`src/rtl/hazard_detection_unit_pkg.sv`:
```
// Shared pipeline definitions for the hazard detection unit: FSM state encoding,
// register-address width, the x0 constant and small sizing/matching helpers.
package hazard_detection_unit_pkg;

  localparam int REG_AD_W = 5;
  localparam logic [REG_AD_W-1:0] REG_X0 = '0;

  typedef enum logic {
    ST_RUN      = 1'b0,
    ST_MEM_WAIT = 1'b1
  } hdu_state_e;

  // Wait counter must hold WAIT_MAX itself, never narrower than 4 bits.
  function automatic int wait_cnt_w(input int wait_max);
    int w;
    w = $clog2(wait_max + 1);
    return (w < 4) ? 4 : w;
  endfunction

  function automatic logic src_match(input logic                used,
                                     input logic [REG_AD_W-1:0] rs,
                                     input logic [REG_AD_W-1:0] rd);
    return used && (rs == rd);
  endfunction

endpackage

```
`src/rtl/hazard_detection_unit_perf_counter.sv`:
```
// Saturating up-counter with increment enable, used for stall/flush statistics.
module hazard_perf_counter #(
  parameter int CNT_W = 32
) (
  input  logic             clk,
  input  logic             rst,
  input  logic             inc_en_i,
  output logic [CNT_W-1:0] count_o
);

  logic [CNT_W-1:0] count_q;

  always_ff @(posedge clk or posedge rst) begin
    if (rst) begin
      count_q <= '0;
    end else if (inc_en_i && (count_q != {CNT_W{1'b1}})) begin
      count_q <= count_q + CNT_W'(1);
    end
  end

  assign count_o = count_q;

endmodule

```
`src/rtl/hazard_detection_unit.sv`:
```
// Stall/flush controller: load-use stalls, taken-branch flushes and data-memory
// wait freezes for the 5-stage pipeline, plus saturating performance counters.
module hazard_detection_unit
  import hazard_detection_unit_pkg::*;
#(
  parameter int WAIT_MAX = 15,
  parameter int CNT_W    = 32
) (
  input  logic                clk,
  input  logic                rst,
  input  logic [REG_AD_W-1:0] if_dec_rs1_ad,
  input  logic [REG_AD_W-1:0] if_dec_rs2_ad,
  input  logic                if_dec_rs1_used,
  input  logic                if_dec_rs2_used,
  input  logic                if_dec_DMwriteEn,
  input  logic [REG_AD_W-1:0] dec_ex_rd_ad,
  input  logic                dec_ex_DMread,
  input  logic                ex_branch_taken,
  input  logic                ex_mem_DMread,
  input  logic                ex_mem_DMwriteEn,
  input  logic                dm_ack,
  output logic                pc_writeEn,
  output logic                if_dec_writeEn,
  output logic                dec_ex_writeEn,
  output logic                ex_mem_writeEn,
  output logic                if_dec_flush,
  output logic                dec_ex_flush,
  output logic                mem_wb_flush,
  output logic                dm_timeout,
  output logic [CNT_W-1:0]    stall_cnt,
  output logic [CNT_W-1:0]    flush_cnt
);

  localparam int                WAIT_W     = wait_cnt_w(WAIT_MAX);
  localparam logic [WAIT_W-1:0] WAIT_LIMIT = WAIT_W'(WAIT_MAX);

  hdu_state_e        state_q;
  logic [WAIT_W-1:0] wait_q;
  logic              timeout_q;

  logic dm_req;
  logic timeout_hit;
  logic freeze;
  logic load_use;
  logic freeze_apply;
  logic branch_apply;
  logic load_stall;

  always_comb begin
    dm_req      = ex_mem_DMread || ex_mem_DMwriteEn;
    timeout_hit = (state_q == ST_MEM_WAIT) && !dm_ack && (wait_q == WAIT_LIMIT);
    // The timeout cycle releases the freeze so the pipeline can move on.
    freeze      = ((state_q == ST_RUN) && dm_req && !dm_ack) ||
                  ((state_q == ST_MEM_WAIT) && !dm_ack && !timeout_hit);

    // A store's rs2 is covered by the load-to-store data forward.
    load_use    = dec_ex_DMread && (dec_ex_rd_ad != REG_X0) &&
                  (src_match(if_dec_rs1_used, if_dec_rs1_ad, dec_ex_rd_ad) ||
                   (src_match(if_dec_rs2_used, if_dec_rs2_ad, dec_ex_rd_ad) &&
                    !if_dec_DMwriteEn));

    freeze_apply = !rst && freeze;
    branch_apply = !rst && !freeze && ex_branch_taken;
    load_stall   = !rst && !freeze && !ex_branch_taken && load_use;
  end

  always_comb begin
    pc_writeEn     = !(freeze_apply || load_stall);
    if_dec_writeEn = !(freeze_apply || load_stall);
    dec_ex_writeEn = !freeze_apply;
    ex_mem_writeEn = !freeze_apply;
    if_dec_flush   = branch_apply;
    dec_ex_flush   = branch_apply || load_stall;
    mem_wb_flush   = freeze_apply;
  end

  always_ff @(posedge clk or posedge rst) begin
    if (rst) begin
      state_q   <= ST_RUN;
      wait_q    <= '0;
      timeout_q <= 1'b0;
    end else begin
      case (state_q)
        ST_RUN: begin
          if (dm_req && !dm_ack) begin
            state_q <= ST_MEM_WAIT;
            wait_q  <= '0;
          end
        end
        ST_MEM_WAIT: begin
          if (dm_ack) begin
            state_q <= ST_RUN;
            wait_q  <= '0;
          end else if (timeout_hit) begin
            state_q   <= ST_RUN;
            wait_q    <= '0;
            timeout_q <= 1'b1;
          end else begin
            wait_q <= wait_q + WAIT_W'(1);
          end
        end
        default: begin
          state_q <= ST_RUN;
          wait_q  <= '0;
        end
      endcase
    end
  end

  assign dm_timeout = timeout_q;

  hazard_perf_counter #(.CNT_W(CNT_W)) u_stall_cnt (
    .clk      (clk),
    .rst      (rst),
    .inc_en_i (freeze_apply || load_stall),
    .count_o  (stall_cnt)
  );

  hazard_perf_counter #(.CNT_W(CNT_W)) u_flush_cnt (
    .clk      (clk),
    .rst      (rst),
    .inc_en_i (branch_apply),
    .count_o  (flush_cnt)
  );

endmodule

```
`config.mk`:
```
export PLATFORM = sky130hd
export DESIGN_NAME = hazard_detection_unit
export DESIGN_NICKNAME = d
export VERILOG_FILES = /design/src/rtl/hazard_detection_unit_pkg.sv /design/src/rtl/hazard_detection_unit_perf_counter.sv /design/src/rtl/hazard_detection_unit.sv
export SDC_FILE = /design/constraint.sdc
export NUM_CORES = 1
export LEC_CHECK = 0
export ABC_AREA = 0
export ABC_CLOCK_PERIOD_IN_PS = 2900
export CAP_MARGIN = 20
export CORE_MARGIN = 2
export CORE_UTILIZATION = 45
export CTS_BUF_LIST = sky130_fd_sc_hd__clkbuf_4
export DETAILED_ROUTE_END_ITERATION = 7
export PLACE_DENSITY = 0.78
export SLEW_MARGIN = 10
export SYNTH_ARGS = -nofsm -noshare
export SYNTH_HDL_FRONTEND = slang
export SYNTH_SLANG_ARGS = --single-unit
export TNS_END_PERCENT = 30
```
`constraint.sdc`:
```
create_clock -name clk -period 2.9 [get_ports clk]
set_clock_uncertainty 0.2 [all_clocks]
set_input_delay 0.87 -clock clk [delete_from_list [all_inputs] [get_ports clk]]
set_output_delay 0.87 -clock clk [all_outputs]
set_load 0.01 [all_outputs]
```
==> results of run 1 <==
==> state kept, by name (all words and copies together) (netlist names) <==
name,cells
u_flush_cnt.count_o,32
u_stall_cnt.count_o,32
wait_q,4
dm_timeout,1
state_q,1
==> cell type report <==
| class | instances | area (um^2) | area share, % |
|---|---|---|---|
| antenna | 1 | 2.502 | 0.04858 |
| clock buffer | 10 | 75.07 | 1.457 |
| clock inverter | 6 | 85.08 | 1.652 |
| inverter | 12 | 45.04 | 0.8744 |
| multi-input combinational | 262 | 1851 | 35.92 |
| sequential | 70 | 1752 | 34.01 |
| tap | 102 | 127.6 | 2.478 |
| timing repair buffer | 133 | 1214 | 23.56 |
==> per-layer routing <==
metal	wire [um]	vias to the layer above	global-route usage, %
met3	421	16	4.029
met5	0	-	0
li1	-	1520	-
met4	165	0	8.333
met2	4426	96	36.17
met1	3838	1538	25.38
==> worst paths after layout <==
| kind | start | endpoint | slack [ns] |
|---|---|---|---|
| worst max-delay path | dec_ex_rd_ad[4] | pc_writeEn | -0.32 |
| worst min-delay path | dm_timeout | dm_timeout | 0.29 |
| worst max register to register | wait_q[0] | u_flush_cnt.count_o[31] | 0.29 |
| worst min register to register | dm_timeout | dm_timeout | 0.29 |
| max in group asynchronous | rst | u_stall_cnt.count_o[12] | 1.59 |
| min in group asynchronous | rst | u_flush_cnt.count_o[15] | 0.62 |
==> metrics by stage <==
step	power [mW]	worst slack, ns	std cells	hold slack (ns)
floorplan	1.460	-0.2519	347	0.2659
global route	2.644	-0.3465	596	0.3103
CTS	2.529	-0.3174	595	0.2882
detailed placement	1.812	-1.092	575	0.2495
global placement	1.794	-1.097	575	0.2461
finish	2.530	-0.3204	596	0.2856
==> Yosys cell counts, types with 5 or more instances <==
cell | n | share of area, %
and3_1 | 9 | 1.6
and4_1 | 5 | 1.2
dfrtp_1 | 70 | 49
inv_1 | 12 | 1.3
nand2_1 | 29 | 3.0
nand3_1 | 28 | 3.9
nand4_1 | 20 | 3.5
nor2_1 | 28 | 2.9
nor3_1 | 15 | 2.1
nor4_1 | 8 | 1.4
o21ai_0 | 6 | 0.84
xnor2_1 | 42 | 10
xor2_1 | 28 | 6.8
==> kinds of logic after synthesis <==
kind of cell	Yosys count	synth area share, %
multiplexers	2	0.6289
adder cells (fa/ha/maj)	3	1.048
buffers and inverters	15	1.887
flip-flops	70	48.92
AND/OR/NAND/NOR	162	24.60
XOR/XNOR	71	17.58
AO/OA/AOI/OAI	24	5.346
==> timing repair <==
| item | in CTS | in global routing |
|---|---|---|
| gates cloned | 0 | 0 |
| endpoints found under the setup margin | 11 | 8 |
| pin swaps | 12 | 6 |
| gates resized for setup | 58 | 13 |
| setup buffers | 4 | 0 |
==> power by group through the flow <==
stage / sequential, mW / combinational [mW] / clock (mW)
3_3_place_gp: 1.23 / 0.562 / 0
2_1_floorplan: 1.25 / 0.208 / 0
5_1_grt: 1.24 / 0.632 / 0.775
4_1_cts: 1.22 / 0.577 / 0.733
6_report: 1.22 / 0.582 / 0.725
3_5_place_dp: 1.24 / 0.576 / 0
==> worst max-delay path, cell delays in order <==
cell and delay [ns]:
buf_6 0.10, or4_4 0.55, o211a_4 0.26, a21oi_4 0.20, buf_2 0.17
==> impl_table.tex, run 1 <==
\begin{tabular}{lr}
\hline
Metric & Value \\
\hline
\multicolumn{2}{l}{\textbf{Global routing}} \\
\quad Global-route wire length before repair & approximately 14 mm \\
\quad Overall Global Routing Usage & between 20 and 25\% \\
\quad GRT overflow & 0 \\
\quad Maximum number of pins on one net before global-route repair & 71 \\
\quad Vias in the first global route & 3,089 \\
\quad Number of antenna violations at the first check in global routing & 1 \\
\multicolumn{2}{l}{\textbf{Timing}} \\
\quad Setup WS post-layout & -0.3204 ns \\
\quad Final number of hold-violating endpoints & 0 \\
\quad Peak clock frequency supported by timing & around 310 MHz \\
\quad Transition at the pin with the smallest max-transition slack & between 0.5 and 0.6 ns \\
\quad Unrepaired setup endpoints after global routing & yes \\
\quad Fin. max-slew vios & 0 \\
\quad Final count of negative-setup-slack endpoints & 6 \\
\quad Final Critical Period & roughly 3.2 ns \\
\quad Relative max-transition margin & between 60\% and 70\% \\
\quad Accumulated negative setup slack & -1.066 ns \\
\quad Period utilisation layout & 111.0\% \\
\multicolumn{2}{l}{\textbf{Floorplanning}} \\
\quad Die Ht & between 90 and 100 um \\
\quad Site row count & 32 \\
\quad Chip width & 93.21 um \\
\quad Core Box Area & around 7700 um\^{}2 \\
\quad Starting density of the core & a little under half \\
\quad Die area & 8687 um\^{}2 \\
\quad Top-Level Pins & 97 \\
\multicolumn{2}{l}{\textbf{Power}} \\
\quad Switching power & around 0.76 mW \\
\quad Switch share & 30.09\% \\
\quad Static leakage power & $\sim$2.3 nW \\
\quad Fraction of power consumed by combinational cells & 23.0\% \\
\quad Cell Int Power & between 1.5 and 2 mW \\
\quad Total power density per cell area & 491.2 nW/um\^{}2 \\
\quad Peak VDD IR & roughly 0.37 mV \\
\quad Portion of total power attributed to sequential cells & 48.4\% \\
\quad Clk network pwr share & 28.6\% \\
\multicolumn{2}{l}{\textbf{Synth}} \\
\quad Post-Synthesis Mean Instance Area & slightly above 10 um\^{}2 \\
\quad Count of yosys warnings during synthesis & 0 \\
\quad Number of distinct library cells after synthesis & 46 \\
\quad Part of the Yosys area used for sequential elements & 48.92\% \\
\quad Count of flip-flops with a built-in enable after synthesis & 0 \\
\quad Combined area of all synthesized cells & about 3600 um\^{}2 \\
\quad Number of storage elements in the synthesis netlist & 70 \\
\quad Main synth FF type & dfrtp\_1 \\
\quad Synth async-reset ratio & 100.0\% \\
\quad Number of instances in the synthesized netlist & about 350 \\
\quad Mapped Nets & around 380 \\
\multicolumn{2}{l}{\textbf{Setup path}} \\
\quad Startpoint types & input port \\
\quad Worst Path Class, Setup & in2out \\
\quad Cells on worst reg2reg path & 10 \\
\quad WP data arrival & approximately 2.2 ns \\
\quad Largest fanout on the critical path & 4 \\
\quad Endpoint required time on the critical path & between 1.5 and 2 ns \\
\quad Crit. End Element & output port \\
\multicolumn{2}{l}{\textbf{Job}} \\
\quad Number of max-cap violations & 0 \\
\multicolumn{2}{l}{\textbf{Finish}} \\
\quad Filler Cells Inserted & roughly 610 \\
\quad Commonest cells after routing, fill and taps aside & dfrtp\_1 (70), clkdlybuf4s50\_1 (70), xnor2\_1 (41) \\
\quad Layout Area Growth over Synthesis & 43.85\% \\
\quad Design area & between 5000 and 6000 um\^{}2 \\
\quad Nets@finish & 516 \\
\quad Final core utilization & approximately two thirds \\
\quad Proportion of layout cells with a drive suffix above 1 & 17.85\% \\
\multicolumn{2}{l}{\textbf{Drt}} \\
\quad Residual DRC count & 0 \\
\quad Detailed Route WL & $\sim$9 mm \\
\quad Average detailed-routed wire length per instance & about 15 um \\
\quad Via total after detailed routing & $\sim$3,200 \\
\quad Remaining number of nets flagged by the antenna check after routing & 0 \\
\quad First-pass detailed-route iteration total & 4 \\
\quad Via density & $\sim$5.3 \\
\quad Detailed Route Iter0 Violations & 70 \\
\multicolumn{2}{l}{\textbf{Clock tree}} \\
\quad CTS Root Buffer Type & clkbuf\_4 \\
\quad Number of sinks handled by clock tree synthesis & 70 \\
\quad Count of hold buffers inserted by post-cts repair & 0 \\
\quad Latest clock arrival within the worst-skew pair & 0.43 ns \\
\quad Deepest clock path buffer count & 2 \\
\quad Post-CTS clock slew at the launch and capture registers of the worst setup and hold paths & roughly 0.12 ns \\
\quad CTS Buf Count & 9 \\
\quad H-Tree Depth & 3 \\
\quad CTS tree & built \\
\multicolumn{2}{l}{\textbf{Status}} \\
\quad Outcome & complete, but fails checks \\
\quad Violations in the final reports & negative setup slack \\
\multicolumn{2}{l}{\textbf{Worst hold path}} \\
\quad Worst hold path type & reg2reg \\
\quad Number of stages on the worst hold path & 1 \\
\multicolumn{2}{l}{\textbf{Placed design}} \\
\quad Count of input and output buffers & 96 \\
\quad Routability-driven placement congestion ratio & about 0.81 \\
\quad Post-Place Cell Area & a little under 5000 um\^{}2 \\
\quad Estimated wirelength of the detail-placed design & roughly 6.3 mm \\
\hline
\end{tabular}
(Power assumes the default switching activity.)
==> run 2, diff against run 1 <==
--- a/config.mk
+++ b/config.mk
@@ -9,9 +9,11 @@
 export ABC_CLOCK_PERIOD_IN_PS = 2900
 export CAP_MARGIN = 20
 export CORE_MARGIN = 2
-export CORE_UTILIZATION = 45
+export CORE_UTILIZATION = 59
 export CTS_BUF_LIST = sky130_fd_sc_hd__clkbuf_4
 export DETAILED_ROUTE_END_ITERATION = 7
+export DONT_BUFFER_PORTS = 1
+export HOLD_SLACK_MARGIN = 0.1
 export PLACE_DENSITY = 0.78
 export SLEW_MARGIN = 10
 export SYNTH_ARGS = -nofsm -noshare
==> run 2 against run 1 <==
The run still ends with negative setup slack left. Sequential share of layout area increased by 10 points. Combinational power shrank 53%. Cell count shrank 24%. Sequential power is 5% higher.
==> impl_table.tex, run 2 (same netlist as run 1, synthesis figures left out) <==
\begin{tabular}{lr}
\hline
Metric & Value \\
\hline
\multicolumn{2}{l}{\textbf{Global routing}} \\
\quad Maximum number of pins on one net before global-route repair & 39 (-45\%) \\
\quad Vias in the first global route & 2,698 (-13\%) \\
\quad Number of antenna violations at the first check in global routing & 0 (-1) \\
\quad Overall Global Routing Usage & 24.45\% (+3.7 points) \\
\quad GRT overflow & 0 (unchanged) \\
\quad Global-route wire length before repair & 12.36 mm (-14\%) \\
\multicolumn{2}{l}{\textbf{Setup path}} \\
\quad Crit. End Element & output port \\
\quad Worst-case register-to-register setup slack & 0.28 ns (about the same) \\
\quad CP Launch Point & dec\_ex\_rd\_ad[1] \\
\quad Cells on worst reg2reg path & 9 (-1) \\
\quad Slowest stage delay, CP & 0.53 ns (-0.02 ns) \\
\quad Critical-path cell list & or4\_4 -> o211a\_4 -> a21oi\_4 -> buf\_12 \\
\quad Largest fanout on the critical path & 4 (unchanged) \\
\quad Critical path buffer and inverter count & 1 (-1) \\
\quad Endpoint required time on the critical path & 1.83 ns (about the same) \\
\quad Largest delay contributor family on the critical path & simple AND/OR/NAND/NOR gates \\
\quad Slowest stage cell on the critical path & or4\_4 \\
\quad Worst Path Class, Setup & in2out \\
\quad Cell count along the critical path & 4 (-1) \\
\quad Origin of the critical flop-to-flop path & wait\_q[0] \\
\quad WP data arrival & 1.94 ns (-0.21 ns) \\
\quad Startpoint types & input port \\
\multicolumn{2}{l}{\textbf{Drt}} \\
\quad Detailed Route Iter0 Violations & 110 (+57\%) \\
\quad First-pass detailed-route iteration total & 4 (unchanged) \\
\quad Average detailed-routed wire length per instance & 17.16 um (+16\%) \\
\quad Detailed Route WL & 7.740 mm (-13\%) \\
\quad M1 wire length & 3.088 mm (-20\%) \\
\quad Via total after detailed routing & 2,729 (-14\%) \\
\quad Via density & 6.051 (+14\%) \\
\quad Uppermost signal routing layer after detailed routing & met4 \\
\quad Met2 wire length & 3.913 mm (-12\%) \\
\quad Remaining number of nets flagged by the antenna check after routing & 0 (unchanged) \\
\quad Met3 WL & 570 um (+35\%) \\
\quad Residual DRC count & 0 (unchanged) \\
\multicolumn{2}{l}{\textbf{Floorplanning}} \\
\quad Starting density of the core & 60.84\% (+15 points) \\
\quad Top-Level Pins & 97 (unchanged) \\
\quad Core Box Area & 5886 um\^{}2 (-24\%) \\
\quad Chip width & 81.91 um (-12\%) \\
\quad Site row count & 28 (-13\%) \\
\quad Die Ht & 81.91 um (-12\%) \\
\quad Die area & 6708 um\^{}2 (-23\%) \\
\multicolumn{2}{l}{\textbf{Power}} \\
\quad Static leakage power & 1.748 nW (-24\%) \\
\quad Design Power & 2.183 mW (-14\%) \\
\quad Total power density per cell area & 548.4 nW/um\^{}2 (+12\%) \\
\quad Peak VDD IR & 0.4013 mV (+8.8\%) \\
\multicolumn{2}{l}{\textbf{Timing}} \\
\quad Final Critical Period & 3.010 ns (-0.2099 ns) \\
\quad Final number of hold-violating endpoints & 0 (unchanged) \\
\quad Final count of negative-setup-slack endpoints & 3 (-3) \\
\quad Setup WS post-layout & -0.1104 ns (+0.2099 ns) \\
\quad Fin. max-slew vios & 0 (unchanged) \\
\quad Peak clock frequency supported by timing & 332.2 MHz (+7.0\%) \\
\quad Relative max-transition margin & 52.43\% (-9.4 points) \\
\quad Period utilisation layout & 103.8\% (-7.2 points) \\
\quad Transition at the pin with the smallest max-transition slack & 0.7125 ns (+0.1445 ns) \\
\quad Final worst hold slack & 0.2320 ns (-0.05363 ns) \\
\quad Unrepaired setup endpoints after global routing & yes \\
\multicolumn{2}{l}{\textbf{Finish}} \\
\quad Commonest non-fill, non-tap cell in the layout & dfrtp\_1 \\
\quad Finished Layout Cells & 451 (-24\%) \\
\quad Proportion of layout cells with a drive suffix above 1 & 14.36\% (-3.5 points) \\
\quad Commonest cells after routing, fill and taps aside & dfrtp\_1 (70), xnor2\_1 (42) \\
\quad Layout Area Growth over Synthesis & 11.15\% \\
\quad Antenna cells & 0 (-1) \\
\quad Nets@finish & 399 (-23\%) \\
\multicolumn{2}{l}{\textbf{Clock tree}} \\
\quad Latest clock arrival within the worst-skew pair & 0.43 ns (about the same) \\
\quad Count of hold buffers inserted by post-cts repair & 0 (unchanged) \\
\quad H-Tree Depth & 3 (unchanged) \\
\quad CTS tree & built \\
\quad Deepest clock path buffer count & 2 (unchanged) \\
\quad Number of sinks handled by clock tree synthesis & 70 (unchanged) \\
\quad CTS Root Buffer Type & clkbuf\_4 \\
\quad Post-CTS clock slew at the launch and capture registers of the worst setup and hold paths & 0.12 ns (about the same) \\
\quad CTS Buf Count & 9 (unchanged) \\
\multicolumn{2}{l}{\textbf{Job}} \\
\quad Number of max-cap violations & 0 (unchanged) \\
\multicolumn{2}{l}{\textbf{Status}} \\
\quad Violations in the final reports & negative setup slack \\
\quad Outcome & complete, but fails checks \\
\multicolumn{2}{l}{\textbf{Placed design}} \\
\quad Placed Cells & 433 (-25\%) \\
\quad Routability-driven placement congestion ratio & 0.8151 (+0.36\%) \\
\quad Count of input and output buffers & 0 (-100\%) \\
\quad Estimated wirelength of the detail-placed design & 5.681 mm (-10\%) \\
\multicolumn{2}{l}{\textbf{Worst hold path}} \\
\quad Worst hold path type & in2async \\
\hline
\end{tabular}
-- run 2: cell count changes in the layout (fill, tap and decap cells not counted), moves of 3 or more --
cell	previous run	this run
clkinvlp_4	0	3
buf_6	3	0
dlymetal6s2s_1	4	0
buf_4	35	14
dlygate4sd2_1	11	0
buf_2	7	0
clkdlybuf4s50_1	70	0
-- run 2: repair_timing --
action	CTS	global route
pin swaps	1	3
buffers inserted	0	2
endpoints found under the setup margin	5	6
cloned	0	0
gates resized for setup	3	2
-- run 2: where the power goes --
group          switching, mW  total (mW)  leakage [nW]  internal [mW]
clock                  0.368       0.631        0.0662          0.263
sequential             0.205        1.28         0.914           1.07
combinational          0.137       0.272         0.769          0.135
total                  0.710        2.18          1.75           1.47
-- run 2: per-stage QoR --
stage | setup slack, ns | cell area (um^2) | setup TNS [ns] | utilization (%)
floorplan | -0.2519 | 3596 | -0.4526 | -
global placement | -0.1376 | 3794 | -0.3257 | 64.46
detailed placement | -0.1398 | 3794 | -0.3432 | 64.46
CTS | -0.1114 | 3951 | -0.2494 | 67.13
global route | -0.1345 | 3980 | -0.3096 | 67.62
finish | -0.1104 | 3980 | -0.2402 | 67.62
-- run 2: worst reg2reg max path, stage by stage, from the launching register on --
cell,delay [ns]
dfrtp_1,0.43
ha_2,0.20
buf_4,0.11
and3_1,0.21
o221ai_4,0.15
or3_4,0.42
a211o_4,0.28
buf_4,0.17
nor3_1,0.21
xor2_1,0.18
-- run 2: final cells by class --
class	count	area [um^2]
fill	447	1906
multi-input combinational	262	1803
sequential	70	1752
timing repair buffer	16	145.1
tap	75	93.84
clock inverter	7	73.82
clock buffer	9	67.56
inverter	12	45.04
-- run 2: path summary, 6_finish.rpt --
kind                                      endpoint
setup / recovery                    if_dec_writeEn
hold / removal             u_stall_cnt.count_o[27]
setup reg to reg           u_flush_cnt.count_o[21]
hold reg to reg                          wait_q[3]
max in group asynchronous  u_flush_cnt.count_o[31]
min in group clk                         wait_q[3]
-- run 2: layer usage --
metal | GRT usage [%] | vias to the layer above
met5 | 0 | -
met4 | 11.17 | 0
met3 | 8.132 | 17
met2 | 41.63 | 83
met1 | 27.77 | 1347
li1 | - | 1282
==> run 3, diff against run 2 <==
--- a/config.mk
+++ b/config.mk
@@ -11,6 +11,7 @@
 export CORE_MARGIN = 2
 export CORE_UTILIZATION = 59
 export CTS_BUF_LIST = sky130_fd_sc_hd__clkbuf_4
+export CTS_CLUSTER_DIAMETER = 100
 export DETAILED_ROUTE_END_ITERATION = 7
 export DONT_BUFFER_PORTS = 1
 export HOLD_SLACK_MARGIN = 0.1
==> results of run 3 <==
Final layout, timing and power as in run 2 (identical DEF).
